[config.mk]
export PLATFORM = sky130hd
export DESIGN_NAME = reorder_buffer_commit_flat
export DESIGN_NICKNAME = d
export VERILOG_FILES = /design/src/rtl/reorder_buffer_commit_if.sv /design/src/rtl/reorder_buffer_commit.sv /design/src/flat_wrapper.sv
export SDC_FILE = /design/constraint.sdc
export NUM_CORES = 2
export LEC_CHECK = 0
export BUFFER_PORTS_ARGS = -buffer_cell sky130_fd_sc_hd__buf_2
export CAP_MARGIN = 0
export CORE_MARGIN = 4
export CORE_UTILIZATION = 30
export DETAILED_ROUTE_END_ITERATION = 10
export SLEW_MARGIN = 20
export SYNTH_ARGS = -nofsm -noshare
export SYNTH_HDL_FRONTEND = slang
export SYNTH_SLANG_ARGS = --single-unit
[constraint.sdc]
create_clock -name clk_in -period 10.7 [get_ports clk_in]
set_input_delay 0.535 -clock clk_in [delete_from_list [all_inputs] [get_ports clk_in]]
set_output_delay 0.535 -clock clk_in [all_outputs]
set_load 0.005 [all_outputs]
[src/rtl/reorder_buffer_commit_if.sv]
// Dispatch, writeback and retire buses of reorder_buffer_commit.
// slave = the reorder buffer; master = issue stage / CDB / predictor side.
interface reorder_buffer_commit_if #(
  parameter int IDX_W = 4
);
  logic             issue_valid;
  logic [31:0]      issue_pc;
  logic [5:0]       issue_op;
  logic [2:0]       issue_op_type;
  logic             issue_pred;
  logic [31:0]      issue_imm;
  logic [4:0]       issue_rd;
  logic [IDX_W-1:0] issue_tag;
  logic             rob_full;

  logic             wb_valid;
  logic [IDX_W-1:0] wb_tag;
  logic [31:0]      wb_value;
  logic [31:0]      wb_target;

  logic             rob_commit;
  logic [31:0]      rob_pc_commit;
  logic [5:0]       rob_op_commit;
  logic [2:0]       rob_op_type;
  logic [31:0]      rob_result;
  logic [31:0]      rob_pc_result;
  logic             roll_back;
  logic [4:0]       commit_rd;
  logic [31:0]      commit_value;

  modport master (
    output issue_valid, issue_pc, issue_op, issue_op_type, issue_pred, issue_imm, issue_rd,
           wb_valid, wb_tag, wb_value, wb_target,
    input  issue_tag, rob_full, rob_commit, rob_pc_commit, rob_op_commit, rob_op_type,
           rob_result, rob_pc_result, roll_back, commit_rd, commit_value
  );

  modport slave (
    input  issue_valid, issue_pc, issue_op, issue_op_type, issue_pred, issue_imm, issue_rd,
           wb_valid, wb_tag, wb_value, wb_target,
    output issue_tag, rob_full, rob_commit, rob_pc_commit, rob_op_commit, rob_op_type,
           rob_result, rob_pc_result, roll_back, commit_rd, commit_value
  );
endinterface

[src/rtl/reorder_buffer_commit.sv]
// In-order retirement queue driving the branch predictor's commit port.
// Optional macro ROB_STATS_EN adds commit / misprediction counters.
module reorder_buffer_commit #(
  parameter int         ROB_DEPTH = 16,
  parameter int         IDX_W     = 4,
  parameter logic [5:0] OP_JALR   = 6'd3,  // opcode enum value of JALR
  parameter logic [2:0] OP_TYPE_B = 3'd3   // op class value of B-type branches
) (
  input  logic clk_in,
  input  logic rst_in,
  input  logic rdy_in,
  reorder_buffer_commit_if.slave rob
`ifdef ROB_STATS_EN
  ,
  output logic [31:0] stat_commits,
  output logic [31:0] stat_mispredicts
`endif
);
  typedef enum logic {RUN, FLUSH} state_t;
  localparam logic [IDX_W:0] DEPTH_CNT = (IDX_W+1)'(ROB_DEPTH);

  state_t               state;
  logic [IDX_W-1:0]     head, tail;
  logic [IDX_W:0]       count;
  logic [ROB_DEPTH-1:0] ready;

  logic [31:0] pc_q      [ROB_DEPTH];
  logic [5:0]  op_q      [ROB_DEPTH];
  logic [2:0]  op_type_q [ROB_DEPTH];
  logic        pred_q    [ROB_DEPTH];
  logic [31:0] imm_q     [ROB_DEPTH];
  logic [4:0]  rd_q      [ROB_DEPTH];
  logic [31:0] value_q   [ROB_DEPTH];
  logic [31:0] target_q  [ROB_DEPTH];

  logic             full, do_dispatch, wb_hit, do_retire;
  logic             head_is_b, head_taken, mispredict;
  logic [IDX_W-1:0] wb_off;
  logic [31:0]      head_pc, branch_next_pc;

  assign full          = (count == DEPTH_CNT);
  assign rob.rob_full  = full || (state == FLUSH);
  assign rob.issue_tag = tail;

  assign do_dispatch = rdy_in && (state == RUN) && rob.issue_valid && !full;
  // Live entries occupy [head, head+count) modulo depth; others ignore writeback.
  assign wb_off      = rob.wb_tag - head;
  assign wb_hit      = rdy_in && (state == RUN) && rob.wb_valid && ({1'b0, wb_off} < count);
  assign do_retire   = rdy_in && (state == RUN) && (count != '0) && ready[head];

  assign head_pc        = pc_q[head];
  assign head_is_b      = (op_type_q[head] == OP_TYPE_B);
  assign head_taken     = value_q[head][0];
  assign mispredict     = head_is_b && (head_taken != pred_q[head]);
  assign branch_next_pc = head_taken ? head_pc + imm_q[head] : head_pc + 32'd4;

  // NOTE: the payload RAM has no reset; an entry is only read once dispatch and writeback have filled it.
  always_ff @(posedge clk_in) begin
    if (do_dispatch) begin
      pc_q[tail]      <= rob.issue_pc;
      op_q[tail]      <= rob.issue_op;
      op_type_q[tail] <= rob.issue_op_type;
      pred_q[tail]    <= rob.issue_pred;
      imm_q[tail]     <= rob.issue_imm;
      rd_q[tail]      <= rob.issue_rd;
    end
    if (wb_hit) begin
      value_q[rob.wb_tag]  <= rob.wb_value;
      target_q[rob.wb_tag] <= rob.wb_target;
    end
  end

  // NOTE: state uses non-blocking assignments so every read in this block sees pre-edge values.
  always_ff @(posedge clk_in or negedge rst_in) begin
    if (!rst_in) begin
      state             <= RUN;
      head              <= '0;
      tail              <= '0;
      count             <= '0;
      ready             <= '0;
      rob.rob_commit    <= 1'b0;
      rob.roll_back     <= 1'b0;
      rob.rob_pc_commit <= '0;
      rob.rob_op_commit <= '0;
      rob.rob_op_type   <= '0;
      rob.rob_result    <= '0;
      rob.rob_pc_result <= '0;
      rob.commit_rd     <= '0;
      rob.commit_value  <= '0;
    end else if (rdy_in) begin
      rob.rob_commit <= 1'b0;
      rob.roll_back  <= 1'b0;
      if (state == FLUSH) begin
        state <= RUN;
      end else begin
        if (do_retire) begin
          rob.rob_pc_commit <= head_pc;
          rob.rob_op_commit <= op_q[head];
          rob.rob_op_type   <= op_type_q[head];
          rob.commit_value  <= value_q[head];
          if (head_is_b) begin
            rob.rob_commit    <= !mispredict;
            rob.roll_back     <= mispredict;
            rob.rob_result    <= {31'd0, head_taken};
            rob.rob_pc_result <= branch_next_pc;
            rob.commit_rd     <= '0;
          end else begin
            rob.rob_commit    <= 1'b1;
            rob.rob_result    <= '0;
            rob.rob_pc_result <= (op_q[head] == OP_JALR) ? target_q[head] : head_pc + 32'd4;
            rob.commit_rd     <= rd_q[head];
          end
        end
        // A misprediction discards everything, including a same-cycle dispatch.
        if (do_retire && mispredict) begin
          head  <= '0;
          tail  <= '0;
          count <= '0;
          ready <= '0;
          state <= FLUSH;
        end else begin
          if (do_dispatch) begin
            tail        <= tail + IDX_W'(1);
            ready[tail] <= 1'b0;
          end
          if (wb_hit) ready[rob.wb_tag] <= 1'b1;
          if (do_retire) head <= head + IDX_W'(1);
          count <= count + (IDX_W+1)'(do_dispatch) - (IDX_W+1)'(do_retire);
        end
      end
    end else begin
      rob.rob_commit <= 1'b0;
      rob.roll_back  <= 1'b0;
    end
  end

`ifdef ROB_STATS_EN
  always_ff @(posedge clk_in or negedge rst_in) begin
    if (!rst_in) begin
      stat_commits     <= '0;
      stat_mispredicts <= '0;
    end else if (do_retire) begin
      if (mispredict) stat_mispredicts <= stat_mispredicts + 32'd1;
      else            stat_commits     <= stat_commits + 32'd1;
    end
  end
`endif
endmodule

[src/flat_wrapper.sv]
// flat-port wrapper written by rule: the top's interface ports become plain ports
module reorder_buffer_commit_flat 
#(
  parameter int         ROB_DEPTH = 16,
  parameter int         IDX_W     = 4,
  parameter logic [5:0] OP_JALR   = 6'd3,                              
  parameter logic [2:0] OP_TYPE_B = 3'd3                                       
)
  (clk_in, rst_in, rdy_in, rob_issue_valid, rob_issue_pc, rob_issue_op, rob_issue_op_type, rob_issue_pred, rob_issue_imm, rob_issue_rd, rob_wb_valid, rob_wb_tag, rob_wb_value, rob_wb_target, rob_issue_tag, rob_rob_full, rob_rob_commit, rob_rob_pc_commit, rob_rob_op_commit, rob_rob_op_type, rob_rob_result, rob_rob_pc_result, rob_roll_back, rob_commit_rd, rob_commit_value);
  reorder_buffer_commit_if #(.IDX_W(IDX_W)) rob_i ();
  input  logic clk_in;
  input  logic rst_in;
  input  logic rdy_in;
  input wire logic [$bits(rob_i.issue_valid)-1:0] rob_issue_valid;
  input wire logic [$bits(rob_i.issue_pc)-1:0] rob_issue_pc;
  input wire logic [$bits(rob_i.issue_op)-1:0] rob_issue_op;
  input wire logic [$bits(rob_i.issue_op_type)-1:0] rob_issue_op_type;
  input wire logic [$bits(rob_i.issue_pred)-1:0] rob_issue_pred;
  input wire logic [$bits(rob_i.issue_imm)-1:0] rob_issue_imm;
  input wire logic [$bits(rob_i.issue_rd)-1:0] rob_issue_rd;
  input wire logic [$bits(rob_i.wb_valid)-1:0] rob_wb_valid;
  input wire logic [$bits(rob_i.wb_tag)-1:0] rob_wb_tag;
  input wire logic [$bits(rob_i.wb_value)-1:0] rob_wb_value;
  input wire logic [$bits(rob_i.wb_target)-1:0] rob_wb_target;
  output wire logic [$bits(rob_i.issue_tag)-1:0] rob_issue_tag;
  output wire logic [$bits(rob_i.rob_full)-1:0] rob_rob_full;
  output wire logic [$bits(rob_i.rob_commit)-1:0] rob_rob_commit;
  output wire logic [$bits(rob_i.rob_pc_commit)-1:0] rob_rob_pc_commit;
  output wire logic [$bits(rob_i.rob_op_commit)-1:0] rob_rob_op_commit;
  output wire logic [$bits(rob_i.rob_op_type)-1:0] rob_rob_op_type;
  output wire logic [$bits(rob_i.rob_result)-1:0] rob_rob_result;
  output wire logic [$bits(rob_i.rob_pc_result)-1:0] rob_rob_pc_result;
  output wire logic [$bits(rob_i.roll_back)-1:0] rob_roll_back;
  output wire logic [$bits(rob_i.commit_rd)-1:0] rob_commit_rd;
  output wire logic [$bits(rob_i.commit_value)-1:0] rob_commit_value;
  assign rob_i.issue_valid = rob_issue_valid;
  assign rob_i.issue_pc = rob_issue_pc;
  assign rob_i.issue_op = rob_issue_op;
  assign rob_i.issue_op_type = rob_issue_op_type;
  assign rob_i.issue_pred = rob_issue_pred;
  assign rob_i.issue_imm = rob_issue_imm;
  assign rob_i.issue_rd = rob_issue_rd;
  assign rob_i.wb_valid = rob_wb_valid;
  assign rob_i.wb_tag = rob_wb_tag;
  assign rob_i.wb_value = rob_wb_value;
  assign rob_i.wb_target = rob_wb_target;
  assign rob_issue_tag = rob_i.issue_tag;
  assign rob_rob_full = rob_i.rob_full;
  assign rob_rob_commit = rob_i.rob_commit;
  assign rob_rob_pc_commit = rob_i.rob_pc_commit;
  assign rob_rob_op_commit = rob_i.rob_op_commit;
  assign rob_rob_op_type = rob_i.rob_op_type;
  assign rob_rob_result = rob_i.rob_result;
  assign rob_rob_pc_result = rob_i.rob_pc_result;
  assign rob_roll_back = rob_i.roll_back;
  assign rob_commit_rd = rob_i.commit_rd;
  assign rob_commit_value = rob_i.commit_value;
  reorder_buffer_commit #(.ROB_DEPTH(ROB_DEPTH), .IDX_W(IDX_W), .OP_JALR(OP_JALR), .OP_TYPE_B(OP_TYPE_B)) u_core (.clk_in(clk_in), .rst_in(rst_in), .rdy_in(rdy_in), .rob(rob_i));
endmodule
# Yosys cells after proc, flatten, opt, wreduce, memory -nomap -nowiden
# Memory sizes are Yosys's and may differ from the RTL's.
# Cells that the tools add are included.
[classes]
reduce_logical = 21
bitwise_logic = 4
add_sub_neg = 7
n_eq_ne = 4
muxes = 36
magnitude_cmp = 6
[op_table]
columns = ["cell", "n"]
rows = [
  ["$mux W16", 6],
  ["$mux W32", 3],
  ["$add A32 B3 Y32 const B", 1],
  ["$add A32 B32 Y32", 1],
  ["$mux W1", 18],
  ["$and A16 B16 Y16", 1],
  ["$mux W4", 4],
  ["$not A16 Y16", 1],
  ["$or A16 B16 Y16", 1],
  ["$lt A4 B5 Y1 const B", 3],
  ["$logic_and A1 B1 Y1", 11],
  ["$mux W5", 2],
  ["$reduce_and A3 Y1", 3],
  ["$add A4 B1 Y4 const B", 2],
  ["$demux W1 S4", 2],
  ["$ge A4 B1 Y1 const B", 2],
  ["$eq A6 B2 Y1 const B", 1],
  ["$add A5 B1 Y5", 1],
  ["$eq A5 B5 Y1 const B", 1],
  ["$lt A4 B5 Y1", 1],
  ["$reduce_bool A5 Y1", 1],
  ["$sub A5 B1 Y5", 1],
  ["$bmux W1 S4", 1],
  ["$reduce_bool A2 Y1", 2],
  ["7 further kinds", 8],
]
[word_totals]
n_memories = 8
inputBits = 152
output_inout_bits = 149
ramBits = 2288
word_cells = 100
register_bits = 174
[mem_list]
columns = ["name", "depth", "width", "rd", "rd_clocked_by_memory_dff", "write_ports", "line_no", "text"]
rows = [
  ["u_core.imm_q", 16, 32, 1, 0, 1, "reorder_buffer_commit.sv:31", "logic [31:0] imm_q [ROB_DEPTH];"],
  ["u_core.pc_q", 16, 32, 1, 0, 1, "reorder_buffer_commit.sv:27", "logic [31:0] pc_q [ROB_DEPTH];"],
  ["u_core.target_q", 16, 32, 1, 0, 1, "reorder_buffer_commit.sv:34", "logic [31:0] target_q [ROB_DEPTH];"],
  ["u_core.value_q", 16, 32, 1, 0, 1, "reorder_buffer_commit.sv:33", "logic [31:0] value_q [ROB_DEPTH];"],
  ["u_core.op_q", 16, 6, 1, 0, 1, "reorder_buffer_commit.sv:28", "logic [5:0] op_q [ROB_DEPTH];"],
  ["u_core.rd_q", 16, 5, 1, 0, 1, "reorder_buffer_commit.sv:32", "logic [4:0] rd_q [ROB_DEPTH];"],
  ["2 more memories", "--", "--", "--", "--", "--", "--", ""],
]

# Depth between registers and ports, before layout
[logic_depth]
ltp_word = 13
mapped_depth = 28
ltp_nobuf = 16

# Least setup slack after synthesis
# Ideal clock, no wire load.
[synth_timing]
path_type = "register to register"
from = "reg u_core.count[2]"
to = "reg u_core.ready[3]"
setup_slack_ns = 3.453
stages_incl_launch_ff = 10
t_required_ns = 10.573
setup_ns = 0.127
path_buffers = 0
arrival_ns = 7.120
period_less_slack_ns = 7.247
cell_sequence = "dfrtp_1 > inv_1 > ha_1 > nand3_1 > nand2_1 > nor2_1 > nand2_1 > nor3_1 > nand2b_1 > a21oi_1"
[synth_between]
elab_chain_len = 10
word_cells_on_any_way = 16
cone_classes = "order compare (1); eq/ne (1); mux (6); bitwise (1); reduce/logical (7)"
[synth_rtl]
columns = ["element", "line_no", "text"]
rows = [
  ["start: declaration", "reorder_buffer_commit.sv:24", "logic [IDX_W:0] count;"],
  ["start signal: assignment", "reorder_buffer_commit.sv:128", "count <= count + (IDX_W+1)'(do_dispatch) - (IDX_W+1)'(do_retire);"],
  ["$eq A5 B5 Y1", "reorder_buffer_commit.sv:41", "assign full = (count == DEPTH_CNT);"],
  ["$logic_not A1 Y1", "reorder_buffer_commit.sv:45", "assign do_dispatch = rdy_in && (state == RUN) && rob.issue_valid && !full;"],
  ["$logic_and A1 B1 Y1", "reorder_buffer_commit.sv:45", ""],
  ["$mux W16", "reorder_buffer_commit.sv:122", "if (do_dispatch) begin"],
  ["$mux W16", "reorder_buffer_commit.sv:115", "if (do_retire && mispredict) begin"],
  ["$mux W16", "reorder_buffer_commit.sv:93", "if (state == FLUSH) begin"],
  ["$mux W16", "reorder_buffer_commit.sv:90", "end else if (rdy_in) begin"],
  ["$or A16 B16 Y16 (no line)", "--", ""],
  ["$mux W16", "reorder_buffer_commit.sv:126", "if (wb_hit) ready[rob.wb_tag] <= 1'b1;"],
  ["$mux W16 (*)", "reorder_buffer_commit.sv:115", ""],
  ["end signal: assignment", "reorder_buffer_commit.sv:119", "ready <= '0;"],
  ["end signal: indexed assignment", "reorder_buffer_commit.sv:124", "ready[tail] <= 1'b0;"],
  ["end signal: indexed assignment", "reorder_buffer_commit.sv:126", ""],
  ["end: declaration", "reorder_buffer_commit.sv:25", "logic [ROB_DEPTH-1:0] ready;"],
]
# Mark *: on every way between the ends. The rest lies on a longest branch, timed or not. The select of a mux whose other input is x is not followed.
# A chain may end at the register's enable or synchronous reset.

# Final worst setup path
[layout_timing]
from = "reg u_core.head[1]"
to = "reg u_core.count[4]"
[layout_between]
elab_chain_len = 5
word_cells_on_any_way = 12
cone_classes = "add/sub (1); eq/ne (2); mux (3); reduce/logical (3); memory (3)"
[layout_rtl]
columns = ["element", "line_no", "text"]
rows = [
  ["start: declaration", "reorder_buffer_commit.sv:23", "logic [IDX_W-1:0] head, tail;"],
  ["start signal: assignment", "reorder_buffer_commit.sv:127", "if (do_retire) head <= head + IDX_W'(1);"],
  ["$bmux W1 S4, or another cell as far along", "reorder_buffer_commit.sv:49", "assign do_retire = rdy_in && (state == RUN) && (count != '0) && ready[head];"],
  ["$mux W1 (implied by the code), or another cell as far along", "reorder_buffer_commit.sv:49", ""],
  ["$logic_and A1 B1 Y1 (on tied branches)", "reorder_buffer_commit.sv:49, reorder_buffer_commit.sv:54", ""],
  ["$sub A5 B1 Y5 or $logic_and A1 B1 Y1 (tied branches)", "reorder_buffer_commit.sv:128, reorder_buffer_commit.sv:115", ""],
  ["$mux W5 (*)", "reorder_buffer_commit.sv:115", ""],
]
# Marked as above.

==> flow_summary_export.csv <==
group,metric,value,unit
outcome,status,"completed",
detailed_routing,vias_per_cell,5.15,
final_layout,finalNonFillerCells,9566,
die,rows,207,
sta,setup_viol,0,
logic_synthesis,yosysSeqAreaShare,75.4,%
logic_synthesis,ys_ff_latch,2431,
placed_design,port_buffers,269,
die,fp.dieArea,0.329,sq mm
detailed_routing,ant_nets,0,
final_layout,fin_nets,5371,
clock_tree,clock_latency,900,ps
setup_path,cp-start-kind,"flip-flop",
clock_tree,clk_path_buf_depth,4,
clock_tree,clk_pin_slew,60,ps
clock_tree,cts_made_buffers,245,
final_layout,num-fill-cells,29500,
die,core_area,0.318,sq mm
sta,min_period,6240,ps
die,pin_count,301,
pwr,p_per_area,265,mW/mm^2
logic_synthesis,synth-async-reset-ratio,5.88,%
setup_path,worst_ep_arrival_time,6970,ps
global_route,grt_max_degree,118,
sta,max_slew_margin,29.1,%
setup_path,required,11430,ps
pwr,leakagePower,0.0357,uW
logic_synthesis,synth-edff-count,2288,
pwr,worst_ir_drop_vdd,224,uV
global_route,grt_pass1_vias,49200,
placed_design,place_area,0.102,sq mm
logic_synthesis,syn-instance-count,4685,
sta,max_freq,0.160,GHz
detailed_routing,firstDrtPassIters,5,
global_route,grt_usage,15.7,%
clock_tree,cts_tree,"built",
logic_synthesis,yosysTopAreaCell,"edfxtp_1",
global_route,overflow,0,
sta,final.setup_skew,79.1,ps
placed_design,hpwlAfterDp,158000,um
sta,slew_violations,0,
pwr,p_total,29300,uW
die,initial_utilization,30.2,%
detailed_routing,post_drt_wl_per_cell,27.9,um
sta,whs,56.5,ps
sta,final-hold-violation-count,0,
setup_path,worstSetupEndpointType,"flip-flop",
logic_synthesis,yosysUniqueCellTypes,80,
sta,rsz0062_at_grt,"false",
run,cap_violations,0,
global_route,antenna_found_initial,80,
detailed_routing,drc,0,
clock_tree,post_cts_buffers,0,
clock_tree,clock-sinks,2431,
logic_synthesis,synthTopCellsByArea,"edfxtp_1, mux4_2, dfrtp_1",
placed_design,dp.cells,8992,
clock_tree,htreeDepth,4,
setup_path,crit_type,"flip-flop to flip-flop",
detailed_routing,dr.first_iter.drc_count,5243,
sta,fin_setup_tns,0,ps
detailed_routing,vias,49300,
global_route,grt_first_pass_wirelength,377000,um
sta,worst_pin_slew,1060,ps
clock_tree,cts-root-buf,"clkbuf_16",
detailed_routing,routed_wl,267000,um
placed_design,gp_congestion,0.857,
logic_synthesis,syn_avg_cell_area,20.5,sq um
die,die_h,573,um
logic_synthesis,synth_top_area_share,71.6,%
die,die_x,573,um
final_layout,multi_input_area,0.0219,sq mm
setup_path,crit_fanout,59,
final_layout,layout-drive-gt1-share,23.8,%
logic_synthesis,synth-warning-count,0,
final_layout,fin_area,0.111,sq mm
logic_synthesis,netlist_area,0.0959,sq mm
final_layout,area_growth,15.4,%
final_layout,seq_area,0.0723,sq mm
logic_synthesis,synth_flop_cell,"edfxtp_1",
sta,fin_crit_sh,58.3,%
hold_path,hold_class,"input pin to flip-flop",
[final cells by class]
| cell class | count | share of cell area (%) |
|---|---|---|
| sequential | 2431 | 65.3 |
| clock inverter | 126 | 0.958 |
| inverter | 53 | 0.227 |
| multi-input combinational | 1959 | 19.8 |
| clock buffer | 315 | 5.90 |
| timing repair buffer | 477 | 2.97 |
| tap | 4180 | 4.73 |
| antenna | 25 | 0.0565 |
[timing repair]
item	CTS	global route
resized for setup	0	0
hold buffers	108	0
hold endpoints to repair	1409	0
[worst max-delay path: stages, from the launching register on]
cell and delay (ps):
dfrtp_4 730, buf_4 660, buf_4 810, mux4_2 410, mux4_2 470, o211ai_1 140
buf_4 510, inv_6 340, ha_1 410, inv_1 40, ha_1 220, fa_1 440
a21oi_1 190, o21bai_1 100, xnor2_1 190, o21ai_0 110, nand2_1 80, o21ai_0 70
[state kept, by name (all words and copies together) (netlist names), 3 cells and up]
register                  cells
u_core.rob.commit_rd          5
u_core.rob.rob_pc_commit     32
u_core.ready                 16
u_core.head                   4
u_core.rob.commit_value      32
u_core.pred_q                16
u_core.op_q                  96
u_core.target_q             512
u_core.rd_q                  80
u_core.count                  5
u_core.imm_q                512
u_core.rob.rob_op_commit      6
u_core.rob.rob_op_type        3
u_core.rob.rob_pc_result     32
u_core.value_q              512
u_core.pc_q                 512
u_core.rob.issue_tag          4
u_core.op_type_q             48
[metal layers]
metal | global-route usage (%) | up-vias | share of wire (%)
met5 | 0 | - | 0.093
li1 | - | 20400 | -
met3 | 2.81 | 454 | 6.5
met1 | 21.1 | 26400 | 41
met2 | 25.9 | 1957 | 49
met4 | 5.04 | 38 | 3.5
[kinds of logic after synthesis]
family                     count (synthesis)  share of synthesized area [%]
AOI/OAI and AO/OA                        590                           4.27
xor gates and xnor gates                  56                          0.511
adders and majority gates                 52                          0.702
buffers and inverters                    325                           1.99
DFF                                     2431                           75.4
muxes                                    805                           15.1
other                                      1                        0.00391
and+or+nand+nor                          425                           2.04
[through the flow]
step           util, %  setup WS (ps)
2_1_floorplan        -           3450
3_3_place_gp      32.0           4400
3_5_place_dp      32.0           4530
4_1_cts           34.8           4460
5_1_grt           34.8           4170
6_report          34.8           4460
[where the power goes]
group / switching, uW / internal, uW / total [uW]
logic: 5860 / 3860 / 9720
registers: 465 / 11000 / 11400
clock network: 3530 / 4640 / 8170
[path summary, 6_finish.rpt]
path	start	slack (ps)	depth (start not counted)	endpoint
max in group asynchronous	rst_in	8360	5	u_core.ready[4]
setup / recovery	u_core.head[1]	4460	17	u_core.count[4]
hold reg to reg	u_core.rob.commit_value[15]	480	2	u_core.rob.commit_value[15]
min in group asynchronous	rst_in	190	2	u_core.rob.rob_pc_result[6]
hold / removal	rob_wb_target[23]	60	1	u_core.target_q[11][23]
setup reg to reg	u_core.head[1]	4460	17	u_core.count[4]
[layout by cell type (no fill, tap or decap), drive strengths merged, types with 25 or more instances in the layout]
cell / count
conb: 31
mux2i: 276
a22oi: 70
clkbuf: 316
nand3: 29
a31oi: 37
mux4: 504
a221oi: 132
nand2: 210
a21oi: 74
dfrtp: 143
mux2: 25
ha: 49
xnor2: 35
edfxtp: 2288
clkinv: 103
diode: 25
o221ai: 25
o21ai: 158
buf: 368
nor2: 88
inv: 55
dlygate4sd3: 108
[synthesized netlist by cell type, types with 8 or more instances]
library cell / number
a211oi_1: 8
a21o_1: 14
a21oi_1: 74
a221oi_1: 128
a22oi_1: 69
a31oi_1: 36
and3_1: 8
buf_1: 14
buf_2: 49
buf_4: 79
buf_6: 16
buf_8: 11
clkbuf_1: 97
dfrtp_1: 143
edfxtp_1: 2288
ha_1: 49
inv_1: 51
mux2_2: 25
mux2i_1: 274
mux4_1: 23
mux4_2: 481
nand2_1: 210
nand2b_1: 17
nand3_1: 27
nand4_1: 8
nor2_1: 88
nor2b_1: 16
nor3_1: 16
o21a_1: 8
o21ai_0: 156
o221ai_1: 25
o22ai_1: 12
xnor2_1: 35
xor2_1: 21
(Power assumes the default switching activity.)
